### config.mk
export PLATFORM = sky130hd
export DESIGN_NAME = prefix_adder_pipe
export DESIGN_NICKNAME = d
export VERILOG_FILES = /design/src/rtl/adder_pkg.sv /design/src/rtl/prefix_adder_pipe_cell.sv /design/src/rtl/prefix_adder_pipe.sv
export SDC_FILE = /design/constraint.sdc
export NUM_CORES = 1
export LEC_CHECK = 0
export BUFFER_PORTS_ARGS = -buffer_cell sky130_fd_sc_hd__buf_4
export CAP_MARGIN = 20
export CORE_UTILIZATION = 55
export DETAILED_ROUTE_END_ITERATION = 8
export PLACE_DENSITY = 0.74
export SYNTH_ARGS = -nofsm -noshare
export SYNTH_HDL_FRONTEND = slang
export SYNTH_SLANG_ARGS = --single-unit
### constraint.sdc
create_clock -name i_clk -period 4.8 [get_ports i_clk]
set_clock_uncertainty 0.15 [all_clocks]
set_input_delay 0.96 -clock i_clk [delete_from_list [all_inputs] [get_ports i_clk]]
set_output_delay 0.96 -clock i_clk [all_outputs]
set_load 0.02 [all_outputs]
### src/rtl/adder_pkg.sv
// Shared definitions for the pipelined parallel-prefix adder.
//   pg_t         : propagate/generate pair handled by one prefix cell
//   calc_levels  : number of prefix levels for a given operand width
//   calc_nstg    : cycles from accept to o_valid for a width / register spacing
package adder_pkg;

  typedef struct packed {
    logic p;
    logic g;
  } pg_t;

  function automatic int calc_levels(input int width);
    return $clog2(width);
  endfunction

  // One cycle for the pg register, then one per group of reg_every levels.
  // The last group's register is the output register holding sum and flags.
  function automatic int calc_nstg(input int width, input int reg_every);
    int lv;
    lv = $clog2(width);
    return 1 + (lv + reg_every - 1) / reg_every;
  endfunction

endpackage

### src/rtl/prefix_adder_pipe_cell.sv
// prefix_cell: generalised carry-combine cell of the prefix tree.
// Merges the group (p_i, g_i) with the lower group (p_j, g_j).
// Ports:
//   p_i, g_i   : propagate/generate of the upper (more significant) group
//   p_j, g_j   : propagate/generate of the lower group
//   p_out      : combined propagate
//   g_out      : combined generate
module prefix_cell
  import adder_pkg::*;
(
  input  logic p_i,
  input  logic g_i,
  input  logic p_j,
  input  logic g_j,
  output logic p_out,
  output logic g_out
);

  pg_t hi;
  pg_t lo;
  pg_t res;

  assign hi    = '{p: p_i, g: g_i};
  assign lo    = '{p: p_j, g: g_j};

  assign res.g = hi.g | (hi.p & lo.g);
  assign res.p = hi.p & lo.p;

  assign p_out = res.p;
  assign g_out = res.g;

endmodule

### src/rtl/prefix_adder_pipe.sv
// prefix_adder_pipe: pipelined Kogge-Stone adder/subtractor with
// valid/ready handshake, synchronous flush and status flags.
// Parameters:
//   WIDTH      : operand/sum width, power of two (8..64)
//   REG_EVERY  : a pipeline register follows every REG_EVERY prefix levels
// Ports:
//   i_clk, i_rst_n   : clock (rising edge), async active-low reset
//   i_flush          : kills every in-flight operation, drops this cycle's input
//   i_valid, o_ready : input handshake
//   i_a, i_b         : operands
//   i_cin            : carry-in (ignored when subtracting)
//   i_sub            : 1 selects A - B
//   o_valid, i_ready : output handshake
//   o_sum            : result
//   o_cout           : carry out of the MSB (1 = no borrow when subtracting)
//   o_ovf            : signed overflow
//   o_zero           : o_sum == 0
//
// Internally the carry chain has WIDTH+1 positions: position 0 holds the
// effective carry-in as a generate-only term, position i+1 holds bit i.
module prefix_adder_pipe
  import adder_pkg::*;
#(
  parameter int WIDTH     = 32,
  parameter int REG_EVERY = 2
) (
  input  logic             i_clk,
  input  logic             i_rst_n,
  input  logic             i_flush,
  input  logic             i_valid,
  output logic             o_ready,
  input  logic [WIDTH-1:0] i_a,
  input  logic [WIDTH-1:0] i_b,
  input  logic             i_cin,
  input  logic             i_sub,
  output logic             o_valid,
  input  logic             i_ready,
  output logic [WIDTH-1:0] o_sum,
  output logic             o_cout,
  output logic             o_ovf,
  output logic             o_zero
);

  localparam int LEVELS = calc_levels(WIDTH);
  localparam int NSTG   = calc_nstg(WIDTH, REG_EVERY);
  // Registers ahead of the output register: index 0 is the pg register,
  // the rest sit inside the prefix tree.
  localparam int NTREG  = NSTG - 1;

  logic             stall;
  logic             accept;
  logic [NSTG-1:0]  vld;

  logic [WIDTH-1:0] b_eff;
  logic             c0;
  logic [WIDTH:0]   p_in;
  logic [WIDTH:0]   g_in;

  logic [WIDTH:0]   st_p  [NTREG];
  logic [WIDTH:0]   st_g  [NTREG];
  logic [WIDTH-1:0] st_po [NTREG];

  logic [WIDTH:0]   src_p [LEVELS];
  logic [WIDTH:0]   src_g [LEVELS];
  logic [WIDTH:0]   res_p [LEVELS];
  logic [WIDTH:0]   res_g [LEVELS];

  logic [WIDTH:0]   fin_p;
  logic [WIDTH:0]   fin_g;
  logic [WIDTH-1:0] fin_po;
  logic [WIDTH-1:0] sum_c;
  logic             cout_c;
  logic             ovf_c;
  logic             unused_fin_p;

  // ---------------------------------------------------------------------------
  // Handshake
  // ---------------------------------------------------------------------------
  assign stall   = vld[NSTG-1] & ~i_ready;
  assign o_ready = ~stall & ~i_flush;
  assign accept  = i_valid & o_ready;
  assign o_valid = vld[NSTG-1];

  // ---------------------------------------------------------------------------
  // Per-bit propagate/generate with the carry-in folded in at position 0
  // ---------------------------------------------------------------------------
  assign b_eff = i_sub ? ~i_b : i_b;
  assign c0    = i_sub | i_cin;
  assign p_in  = {i_a ^ b_eff, 1'b0};
  assign g_in  = {i_a & b_eff, c0};

  // ---------------------------------------------------------------------------
  // Prefix tree. Level k combines span 2^k; positions below the span pass
  // through. A level whose index is a multiple of REG_EVERY starts from a
  // stage register, otherwise it chains directly off the previous level.
  // ---------------------------------------------------------------------------
  for (genvar k = 0; k < LEVELS; k++) begin : g_lvl
    localparam int SPAN = 1 << k;

    if (k % REG_EVERY == 0) begin : g_from_reg
      assign src_p[k] = st_p[k / REG_EVERY];
      assign src_g[k] = st_g[k / REG_EVERY];
    end else begin : g_from_comb
      assign src_p[k] = res_p[k-1];
      assign src_g[k] = res_g[k-1];
    end

    for (genvar i = 0; i <= WIDTH; i++) begin : g_bit
      if (i >= SPAN) begin : g_cell
        prefix_cell u_cell (
          .p_i   (src_p[k][i]),
          .g_i   (src_g[k][i]),
          .p_j   (src_p[k][i-SPAN]),
          .g_j   (src_g[k][i-SPAN]),
          .p_out (res_p[k][i]),
          .g_out (res_g[k][i])
        );
      end else begin : g_pass
        assign res_p[k][i] = src_p[k][i];
        assign res_g[k][i] = src_g[k][i];
      end
    end
  end

  // ---------------------------------------------------------------------------
  // Final combine: fin_g[i] is the carry into bit i for i < WIDTH. The tree
  // spans exactly WIDTH positions, so the top position covers bits 0..WIDTH-1
  // without the carry-in; the carry-in (fin_g[0]) is merged in one more step.
  // ---------------------------------------------------------------------------
  assign fin_p  = res_p[LEVELS-1];
  assign fin_g  = res_g[LEVELS-1];
  assign fin_po = st_po[NTREG-1];

  assign sum_c  = fin_po ^ fin_g[WIDTH-1:0];
  assign cout_c = fin_g[WIDTH] | (fin_p[WIDTH] & fin_g[0]);
  assign ovf_c  = fin_g[WIDTH-1] ^ cout_c;

  // Group propagates of the lower positions are not needed after the last level.
  assign unused_fin_p = ^fin_p[WIDTH-1:0];

  // ---------------------------------------------------------------------------
  // Stage registers. Flush wins over stall; under stall everything holds.
  // ---------------------------------------------------------------------------
  always_ff @(posedge i_clk or negedge i_rst_n) begin
    if (!i_rst_n) begin
      vld    <= '0;
      o_sum  <= '0;
      o_cout <= 1'b0;
      o_ovf  <= 1'b0;
      o_zero <= 1'b0;
      for (int s = 0; s < NTREG; s++) begin
        st_p[s]  <= '0;
        st_g[s]  <= '0;
        st_po[s] <= '0;
      end
    end else if (i_flush) begin
      vld <= '0;
    end else if (!stall) begin
      vld      <= {vld[NSTG-2:0], accept};
      st_p[0]  <= p_in;
      st_g[0]  <= g_in;
      st_po[0] <= i_a ^ b_eff;
      for (int s = 1; s < NTREG; s++) begin
        st_p[s]  <= res_p[s*REG_EVERY-1];
        st_g[s]  <= res_g[s*REG_EVERY-1];
        st_po[s] <= st_po[s-1];
      end
      // Only real operations update the visible result; bubbles leave it alone.
      if (vld[NSTG-2]) begin
        o_sum  <= sum_c;
        o_cout <= cout_c;
        o_ovf  <= ovf_c;
        o_zero <= (sum_c == '0);
      end
    end
  end

endmodule

* Word-level counts from Yosys, hierarchy flattened
Index checks and enable logic that the tools add are counted.
Operators by class: reductions and logical operators 3, bitwise operators 385, multiplexer cells 3, eq/ne operators 1
Operators with widths (count):
- 1-bit AND | 241
- 1-bit OR | 136
- 32-bit XOR | 2
- 32-bit AND | 1
- 32-bit logical NOT | 1
- 32-bit 2-to-1 mux | 1
- 32-bit NOT | 1
- 4-bit 2-to-1 mux | 2
- 1-bit NOT | 3
- 3-bit AND reduction | 1
- 2-bit != test (second input constant) | 1
- 2-bit AND reduction | 1
- 1-bit XOR | 1
Storage, ports and cells: bits in registers 280

* Depth between registers and ports, before layout
word-level depth 7, depth in mapped cells 8

* By module
A second synthesis with hierarchy kept.
Second synthesis, totals: cells, all modules 1065, area, all modules 15006.9 um^2
Modules (own cells, without submodules):
- prefix_adder_pipe | times used 1, cells an instance 797, area each 12995.0 um^2, seq. area each 7457.2 um^2
- prefix_cell | times used 134, cells an instance 2, area each 15.0 um^2, seq. area each 0.0 um^2

* Worst setup path before layout
OpenSTA, ideal clock, no wires.
path kind in2out, start point input port i_ready, end point output port o_ready, path slack 1.993 ns, arrival time 1.697 ns, path buffers 2, stages on the path 5, path through nand2b_2 nand2b_2 inv_4 buf_2 buf_2
Between the ends: longest elaborated chain between the ends 4
Ends and longest elaborated chain:
- start: declaration | line prefix_adder_pipe.sv:37 | input logic i_ready,
- 1-bit NOT | line prefix_adder_pipe.sv:79 | assign stall = vld[NSTG-1] & ~i_ready;
- 1-bit AND | line prefix_adder_pipe.sv:79
- 1-bit NOT (no source line)
- 1-bit AND | line prefix_adder_pipe.sv:80 | assign o_ready = ~stall & ~i_flush;
- end: declaration | line prefix_adder_pipe.sv:31 | output logic o_ready,
No other way between the ends.

* Final worst setup path
Same ends and word-level chain as after synthesis.

==> impl_metrics.json <==
{
  "power_density_nw_per_um2": 459,
  "start_util_pct": 56.7,
  "startpoint_type": "primary input",
  "synthesis.area_um2": 12500,
  "rsz0062_at_grt": "false",
  "clockRootBuffer": "clkbuf_16",
  "synth_cell_types": 33,
  "finalMaxSlewViolations": 0,
  "multi_input_area_um2": 5170,
  "fillCellCount": 1821,
  "yosysMostFrequentCell": "nand2_1",
  "fin_util_pct": 65.3,
  "met3_usage_pct": 3.40,
  "port_buffers": 107,
  "avgSynthCellArea_um2": 9.31,
  "regArea_um2": 7010,
  "drt_first_pass_iters": 5,
  "synth-edff-count": 0,
  "post-route-period-util_pct": 62.8,
  "vias": 9367,
  "overflow": 0,
  "max_slew_margin_pct": 26.3,
  "numCtsBuffers": 28,
  "hp-class": "in2async",
  "drt_iter0_markers": 710,
  "max_slew.worst_pin.slew_ns": 1.11,
  "clk_pin_slew_ns": 0.07,
  "drive_above_1_share_pct": 12.2,
  "fin_crit_ns": 3.01,
  "totalPowerFinal_mw": 6.61,
  "drt_wl_total_um": 28000,
  "worstRegToRegCells": 5,
  "grt_pass1_wl_um": 46200,
  "antenna_found_initial": 0,
  "fin_nets": 1519,
  "rows": 54,
  "drc": 0,
  "power.leakage_nw": 7.50,
  "status": "completed",
  "n_antenna_cell": 0,
  "die_h_um": 153,
  "ios": 108,
  "fp.coreArea_um2": 22100,
  "crit_fanout": 38,
  "hpwl_um": 19000,
  "cts-htree-levels": 1,
  "hold_buffers": 0,
  "track_usage_pct": 24.6,
  "preCtsSetupSlack_ns": 1.71,
  "synth_seq_cells": 280,
  "worstPathRequired_ns": 3.69,
  "place_congestion": 0.837,
  "cts_tree": "done",
  "met2_usage_pct": 37.1,
  "arrival_ns": 1.90,
  "syn_inst": 1346,
  "cts-resized-gates": 0,
  "async_flop_share_pct": 100,
  "ys_seq_area_share_pct": 55.9,
  "yosys-top-cells-count": "nand2_1 (551), dfrtp_1 (280), o21ai_0 (83), a21oi_1 (70), a21o_1 (65)",
  "clk_latency_ns": 0.54,
  "cp-end-kind": "primary output",
  "synth_warnings": 0,
  "use_met1_pct": 37.7,
  "setup-violations-final": 0,
  "die_w_um": 153,
  "cts_num_sinks": 280,
  "finalSetupTns_ns": 0,
  "synth.top_cell.area_share_pct": 55.9,
  "max_cap_viol_count": 0,
  "syn_to_final_growth_pct": 15.1,
  "wire_per_inst_um": 16.3,
  "die_area_um2": 23400,
  "grt_pass1_vias": 8818,
  "synth_nets": 1449,
  "report.final.hold_viol_count": 0,
  "ant_nets": 0,
  "synthTopCellsByArea": "dfrtp_1 (56%), nand2_1 (17%), xor2_1 (4.0%)",
  "ir_drop_v": 0.000263,
  "worst_slack_ns": 1.79,
  "synth_ff_type": "dfrtp_1",
  "top_usage_layer": "met1",
  "vias_per_cell": 5.46,
  "yosys.area.top_type": "dfrtp_1",
  "grt_start_max_net_pins": 185,
  "clk_path_buf_depth": 3,
  "crit_type": "in2out",
  "max_freq_mhz": 332,
  "post-cts-setup-buffer-count": 0
}
## critical path: stages
cell and delay [ns]:
buf_4 0.08, nand2b_2 0.16, nand2b_4 0.09, inv_4 0.37, buf_4 0.23
## where the power goes
group	switching, mW	internal (mW)	total (mW)
logic	0.682	0.511	1.19
registers	0.389	2.74	3.13
clock network	0.910	1.38	2.29
## path summary, 6_finish.rpt
check	startpoint	end	slack (ns)
max reg2reg	vld[3]$_DFFE_PN0P_	o_sum[4]$_DFFE_PN0P_	2.37
min in group i_clk	st_po[62]$_DFFE_PN0N_	fin_po[30]$_DFFE_PN0N_	0.32
max in group asynchronous	i_rst_n	src_g[25]$_DFFE_PN0N_	3.22
max	i_ready	o_ready	1.79
min reg2reg	st_po[62]$_DFFE_PN0N_	fin_po[30]$_DFFE_PN0N_	0.32
min	i_rst_n	st_po[40]$_DFFE_PN0N_	0.24
## cell usage in the layout, fill, tap and decap left out, drive strengths merged, types with 2 or more instances in the layout
cell	instances
ha	32
o31ai	14
xnor2	8
a21oi	70
dfrtp	280
o21a	14
o211ai	14
mux2	9
a21o	65
clkbuf	37
nand3	7
clkinvlp	2
a31oi	3
buf	113
nor2	15
nand4	28
inv	4
nand2	552
nand2b	2
nand3b	2
clkinv	7
bufinv	4
a22o	8
xor2	57
o21ai	83
## area by class of cell
type | count | area share, %
clock buffers | 37 | 5.52
clock inverters | 14 | 1.27
inverters | 3 | 0.0955
multi-input cells | 990 | 35.9
flip-flops and latches | 280 | 48.6
well taps | 280 | 2.43
repair buffers | 113 | 6.20
## metal layers
layer  wire (um)  vias up
li1            -     4619
met1       13700     4460
met2       12400      246
met3        1400       42
met4         485        0
met5           0        -
## metrics by stage
stage | area, um2 | hold slack (ns) | instances
2_1_floorplan | 12500 | 0.289 | 1346
3_3_place_gp | 13400 | 0.297 | 1666
3_5_place_dp | 13400 | 0.298 | 1666
4_1_cts | 14400 | 0.265 | 1717
5_1_grt | 14400 | 0.292 | 1717
6_report | 14400 | 0.240 | 1717
## state kept, by name (all words and copies together) (netlist names)
signal  count
o_cout      1
o_zero      1
fin_g      16
st_po      64
src_g      78
o_ovf       1
vld         4
src_p      46
res_g       5
o_sum      32
fin_po     32
## kinds of logic after synthesis
group                      count (synthesis)  share of synthesized area, %
and+or+nand+nor                          611                          19.2
xor gates and xnor gates                  65                          4.66
DFF                                      280                          55.9
AOI/OAI and AO/OA                        273                          13.4
muxes                                      9                         0.809
adders and majority gates                 32                          3.20
buffers and inverters                     76                          2.80
Power figures use the tool's default switching activity.
